File: src/rtl/router_vc_input_buffer.sv
// Per-VC circular flit FIFOs with one registered output port and a drop pulse for refused sends.
// Optional same-cycle bypass into an empty VC when ROUTER_IBUF_BYPASS_EN is defined.
module router_vc_input_buffer #(
  parameter  int unsigned DATA_WIDTH = 64,
  parameter  int unsigned VC_COUNT   = 2,
  parameter  int unsigned VC_DEPTH   = 4,
  localparam int unsigned VC_W       = (VC_COUNT > 1) ? $clog2(VC_COUNT) : 1,
  localparam int unsigned CNT_W      = $clog2(VC_DEPTH + 1)
) (
  input  logic                  clk,
  input  logic                  reset,
  input  logic                  send,
  input  logic [VC_W-1:0]       in_vc,
  input  logic [DATA_WIDTH-1:0] data_in,
  output logic                  ready,
  input  logic [VC_W-1:0]       out_vc,
  input  logic                  blocked,
  output logic [DATA_WIDTH-1:0] data_out,
  output logic                  out_valid,
  output logic [VC_COUNT-1:0]   vc_empty,
  output logic                  drop
);

  localparam int unsigned PTR_W = (VC_DEPTH > 1) ? $clog2(VC_DEPTH) : 1;

  logic [PTR_W-1:0]      head_q  [VC_COUNT];
  logic [PTR_W-1:0]      tail_q  [VC_COUNT];
  logic [CNT_W-1:0]      count_q [VC_COUNT];
  logic [DATA_WIDTH-1:0] mem_q   [VC_COUNT][VC_DEPTH];

  logic                in_ok_c;
  logic                out_ok_c;
  logic [VC_W-1:0]     in_idx_c;
  logic [VC_W-1:0]     out_idx_c;
  logic                push_c;
  logic                pop_c;
  logic                bypass_c;
  logic                store_c;
  logic [VC_COUNT-1:0] push_vc_c;
  logic [VC_COUNT-1:0] pop_vc_c;

  function automatic logic [PTR_W-1:0] ptr_inc(input logic [PTR_W-1:0] p);
    return (p == PTR_W'(VC_DEPTH - 1)) ? '0 : p + PTR_W'(1);
  endfunction

  // Push/pop qualification; out-of-range VC indices never touch a FIFO.
  always_comb begin
    in_ok_c   = (32'(in_vc) < VC_COUNT);
    out_ok_c  = (32'(out_vc) < VC_COUNT);
    in_idx_c  = in_ok_c ? in_vc : '0;
    out_idx_c = out_ok_c ? out_vc : '0;
    ready     = in_ok_c && (count_q[in_idx_c] != CNT_W'(VC_DEPTH));
    push_c    = send && ready;
    pop_c     = !blocked && out_ok_c && (count_q[out_idx_c] != '0);
`ifdef ROUTER_IBUF_BYPASS_EN
    bypass_c  = push_c && (in_vc == out_vc) && (count_q[in_idx_c] == '0) && !blocked;
`else
    bypass_c  = 1'b0;
`endif
    store_c   = push_c && !bypass_c;
    push_vc_c = '0;
    pop_vc_c  = '0;
    for (int v = 0; v < VC_COUNT; v++) begin
      push_vc_c[v] = store_c && (in_idx_c == VC_W'(v));
      pop_vc_c[v]  = pop_c && (out_idx_c == VC_W'(v));
    end
  end

  always_comb begin
    vc_empty = '0;
    for (int v = 0; v < VC_COUNT; v++) begin
      vc_empty[v] = (count_q[v] == '0);
    end
  end

  // Pointers, counts and the registered output stage.
  always_ff @(posedge clk or negedge reset) begin
    if (!reset) begin
      for (int v = 0; v < VC_COUNT; v++) begin
        head_q[v]  <= '0;
        tail_q[v]  <= '0;
        count_q[v] <= '0;
      end
      data_out  <= '0;
      out_valid <= 1'b0;
      drop      <= 1'b0;
    end else begin
      for (int v = 0; v < VC_COUNT; v++) begin
        if (push_vc_c[v]) tail_q[v] <= ptr_inc(tail_q[v]);
        if (pop_vc_c[v])  head_q[v] <= ptr_inc(head_q[v]);
        if (push_vc_c[v] && !pop_vc_c[v]) begin
          count_q[v] <= count_q[v] + CNT_W'(1);
        end else if (pop_vc_c[v] && !push_vc_c[v]) begin
          count_q[v] <= count_q[v] - CNT_W'(1);
        end
      end
      drop      <= send && !ready;
      out_valid <= pop_c || bypass_c;
      if (pop_c) begin
        data_out <= mem_q[out_idx_c][head_q[out_idx_c]];
      end else if (bypass_c) begin
        data_out <= data_in;
      end else begin
        data_out <= '0;
      end
    end
  end

  // Flit storage is deliberately not reset; counts alone define validity.
  always_ff @(posedge clk) begin
    if (store_c) begin
      mem_q[in_idx_c][tail_q[in_idx_c]] <= data_in;
    end
  end

endmodule
File: config.mk
export PLATFORM = sky130hd
export DESIGN_NAME = router_vc_input_buffer
export DESIGN_NICKNAME = d
export VERILOG_FILES = /design/src/rtl/router_vc_input_buffer.sv
export SDC_FILE = /design/constraint.sdc
export NUM_CORES = 1
export LEC_CHECK = 0
export BUFFER_PORTS_ARGS = -buffer_cell sky130_fd_sc_hd__buf_2
export CAP_MARGIN = 0
export CORE_MARGIN = 2
export CORE_UTILIZATION = 30
export DETAILED_ROUTE_END_ITERATION = 10
export PLACE_DENSITY = 0.43
export SLEW_MARGIN = 25
export SYNTH_ARGS = -nofsm -noshare
export SYNTH_HDL_FRONTEND = slang
export SYNTH_SLANG_ARGS = --single-unit
File: constraint.sdc
create_clock -name clk -period 8.1 [get_ports clk]
set_clock_uncertainty 0.2 [all_clocks]
set_input_delay 0.81 -clock clk [delete_from_list [all_inputs] [get_ports clk]]
set_output_delay 0.81 -clock clk [all_outputs]
set_load 0.005 [all_outputs]
==> impl_metrics.env <==
export IMPL_netlist_top_cells_area="edfxtp_1, dfrtp_1, mux2i_1"
export IMPL_floorplan_die_area_mm2=0.0764
export IMPL_vias_per_cell=4.79
export IMPL_detail_route_antenna_nets=0
export IMPL_ys_warn_count=0
export IMPL_cp_slowest_cell="buf_4"
export IMPL_grt_first_pass_wirelength_mm=83.6
export IMPL_routabilityCongestion=0.661
export IMPL_power_leakage_nw=9.16
export IMPL_netSwitchingFraction=0.301
export IMPL_cp_cell_sequence="buf_6 -> buf_4 -> nor2b_4 -> buf_4 -> nand3_1 -> and4_1"
export IMPL_netlist_area_leader_share=0.690
export IMPL_worst_endpoint_required_ns=8.37
export IMPL_hold_slack_ns=0.0292
export IMPL_power_sequential_fraction=0.466
export IMPL_final_critical_delay_including_setup_and_external_delays_ns=3.66
export IMPL_clkLatencyLatePin_ns=0.59
export IMPL_core_area_mm2=0.0732
export IMPL_final_setup_worst_slack_ns=4.44
export IMPL_routed_wire_length_per_instance_um=22.8
export IMPL_synth_largest_area_cell="edfxtp_1"
export IMPL_worst_path_max_fanout=67
export IMPL_critical_path_class="in2reg"
export IMPL_ctsHtreeMaxLevel=3
export IMPL_switchingPower_mw=2.61
export IMPL_clock_tree_from_tritoncts="yes"
export IMPL_die_y_um=276
export IMPL_ir_worst_vdd_uv=170
export IMPL_placed_cell_area_mm2=0.0240
export IMPL_synthToLayoutAreaGrowth_pct=17.1
export IMPL_cp_end_kind="register"
export IMPL_postSynthAreaPerCell_um2=16.9
export IMPL_tightestPinTransition_ns=0.965
export IMPL_timing_setup_tns_ns=0
export IMPL_grt_setup_unrepaired="no"
export IMPL_grt_max_degree=70
export IMPL_layoutNonFillerInstCount=2480
export IMPL_ctsHoldBuffers=0
export IMPL_drt_pre_antenna_iters=5
export IMPL_postSynthNetCount=1396
export IMPL_post_route_drc_count=0
export IMPL_clk_pin_slew_worst_paths_ns=0.06
export IMPL_cp_data_arrival_time_ns=3.93
export IMPL_row_count=99
export IMPL_cts_root_to_sink_buffers=3
export IMPL_min_period_over_period=0.452
export IMPL_finalInstanceArea_mm2=0.0261
export IMPL_cts_inserted_buffers=67
export IMPL_maxSlewHeadroom=0.357
export IMPL_design_portCount=139
export IMPL_dieWidth_um=276
export IMPL_total_power_mw=8.67
export IMPL_drive_above_1_share=0.186
export IMPL_final_core_util=0.356
export IMPL_remaining_global_route_overflow=0
export IMPL_io_buffer_count=138
export IMPL_post_cts_setup_buffers=0
export IMPL_timing_max_transition_violations_final=0
export IMPL_clock_fmax_ghz=0.273
export IMPL_report_final_setup_viol=0
export IMPL_cp_start_kind="input pin"
export IMPL_syn_inst=1318
export IMPL_holdCritPathClass="in2async"
export IMPL_status="completed"
export IMPL_cp_common_cell="buf_4"
export IMPL_power_internal_mw=6.07
export IMPL_tritoncts_num_sinks=592
export IMPL_clock_power_share=0.324
export IMPL_ctsResizeCount=0
export IMPL_ff_to_ff_setup_slack_ns=4.60
export IMPL_cellPowerDensity_mw_per_mm2=333
export IMPL_netlist_cell_type_count=36
export IMPL_floorplan_initialDensity=0.304
export IMPL_clock_root_buffer="clkbuf_16"
export IMPL_number_of_antenna_violations_at_the_first_check_in_global_routing=5
export IMPL_comb_power_share=0.210
export IMPL_yosys_register_bits=592
export IMPL_synth_seq_area_share=0.780
export IMPL_hpwlAfterDp_mm=29.9
export IMPL_dr_total_vias=11900
export IMPL_cpPeakStageDelay_ns=0.89
export IMPL_max_cap_viols=0
export IMPL_global_route_usage_total=0.148
export IMPL_report_final_hold_viol_count=0
export IMPL_first_global_vias=12200
export IMPL_detail_route_wirelength_mm=56.5
export IMPL_netlist_area_mm2=0.0223
export IMPL_finish_net_count=1546
export IMPL_dpl_worst_slack_ns=3.77
export IMPL_post_place_cells=2358
export IMPL_drt_iter0_drc=635
## power groups by stage
stage          logic (mW)  clock network [mW]  registers (mW)
5_1_grt              2.03                3.02            4.09
6_report             1.82                2.81            4.04
3_5_place_dp         1.89                   0            4.12
2_1_floorplan        1.16                   0            4.00
4_1_cts              1.89                2.90            4.06
3_3_place_gp         1.87                   0            4.12
## flip-flops by register name, summed over array words and instances, names as in the netlist
| register | flops |
|---|---|
| drop | 1 |
| count_q | 6 |
| out_valid | 1 |
| data_out | 64 |
| tail_q | 4 |
| head_q | 4 |
| mem_q | 512 |
## cells in the final DEF, fill, tap and decap left out, types with 51 or more instances in the layout
| cell | count |
|---|---|
| edfxtp_1 | 512 |
| nand2_1 | 154 |
| buf_2 | 136 |
| mux2i_1 | 129 |
| dfrtp_1 | 78 |
| clkbuf_16 | 71 |
| nand3_1 | 52 |
| a211oi_1 | 52 |
| a221oi_1 | 51 |
| and4_1 | 51 |
## layout make-up
class                      count  area, um2
tap                          959       1200
timing repair buffer         162        883
antenna                        1       2.50
multi-input combinational    640       4560
clock inverter                29        168
fill                        6879      47100
inverter                       5       18.8
clock buffer                  92       1870
sequential                   592      17400
## synth_stat cells
master / instances
edfxtp_1: 512
o21ai_0: 26
fa_1: 2
nand3_1: 52
nor3b_1: 2
nor3b_2: 1
nor4_1: 1
or3_4: 1
mux2i_1: 130
o21ai_1: 25
o21a_1: 13
clkbuf_1: 24
a21o_1: 2
nand3b_1: 1
nand2b_1: 2
xor2_1: 4
nand2_1: 154
dfrtp_1: 80
mux2_2: 10
mux2i_4: 1
inv_1: 5
a221oi_1: 51
a211oi_1: 53
xnor2_1: 2
or3b_1: 1
mux2_4: 1
buf_4: 3
and4_1: 51
buf_1: 1
buf_2: 42
nor2_1: 13
ha_1: 6
nor3_1: 7
clkbuf_2: 3
buf_6: 8
nor2b_1: 28
## cells by family after synthesis
family	share of synthesized area
adders and majority gates	0.00517
AOI/OAI and AO/OA	0.0544
muxes	0.0652
buffers and inverters	0.0202
and+or+nand+nor	0.0726
xor gates and xnor gates	0.00236
DFF	0.780
## worst paths after layout
| kind | startpoint | depth (start not counted) | end |
|---|---|---|---|
| max | out_vc | 6 | data_out[51]$_DFF_PN0_ |
| min | reset | 1 | data_out[43]$_DFF_PN0_ |
| max reg2reg | count_q[5]$_DFFE_PN0P_ | 5 | mem_q[1][84]$_DFFE_PP_ |
| min reg2reg | count_q[2]$_DFFE_PN0P_ | 1 | count_q[2]$_DFFE_PN0P_ |
| max in group asynchronous | reset | 2 | data_out[55]$_DFF_PN0_ |
| min in group clk | data_in[13] | 1 | mem_q[1][13]$_DFFE_PP_ |
## routing by layer
layer / vias up / GRT usage / part of all wire
li1: 5439 / - / -
met5: - / 0 / 0.00090
met3: 83 / 0.0320 / 0.046
met4: 8 / 0.0321 / 0.017
met2: 240 / 0.245 / 0.48
met1: 6099 / 0.199 / 0.46
## worst max-delay path: cells and delay by family
family	cells	cell delay, ns
buffers and inverters	3	1.96
and+or+nand+nor	3	1.09
Note: power is estimated with default switching activity, not from simulation.
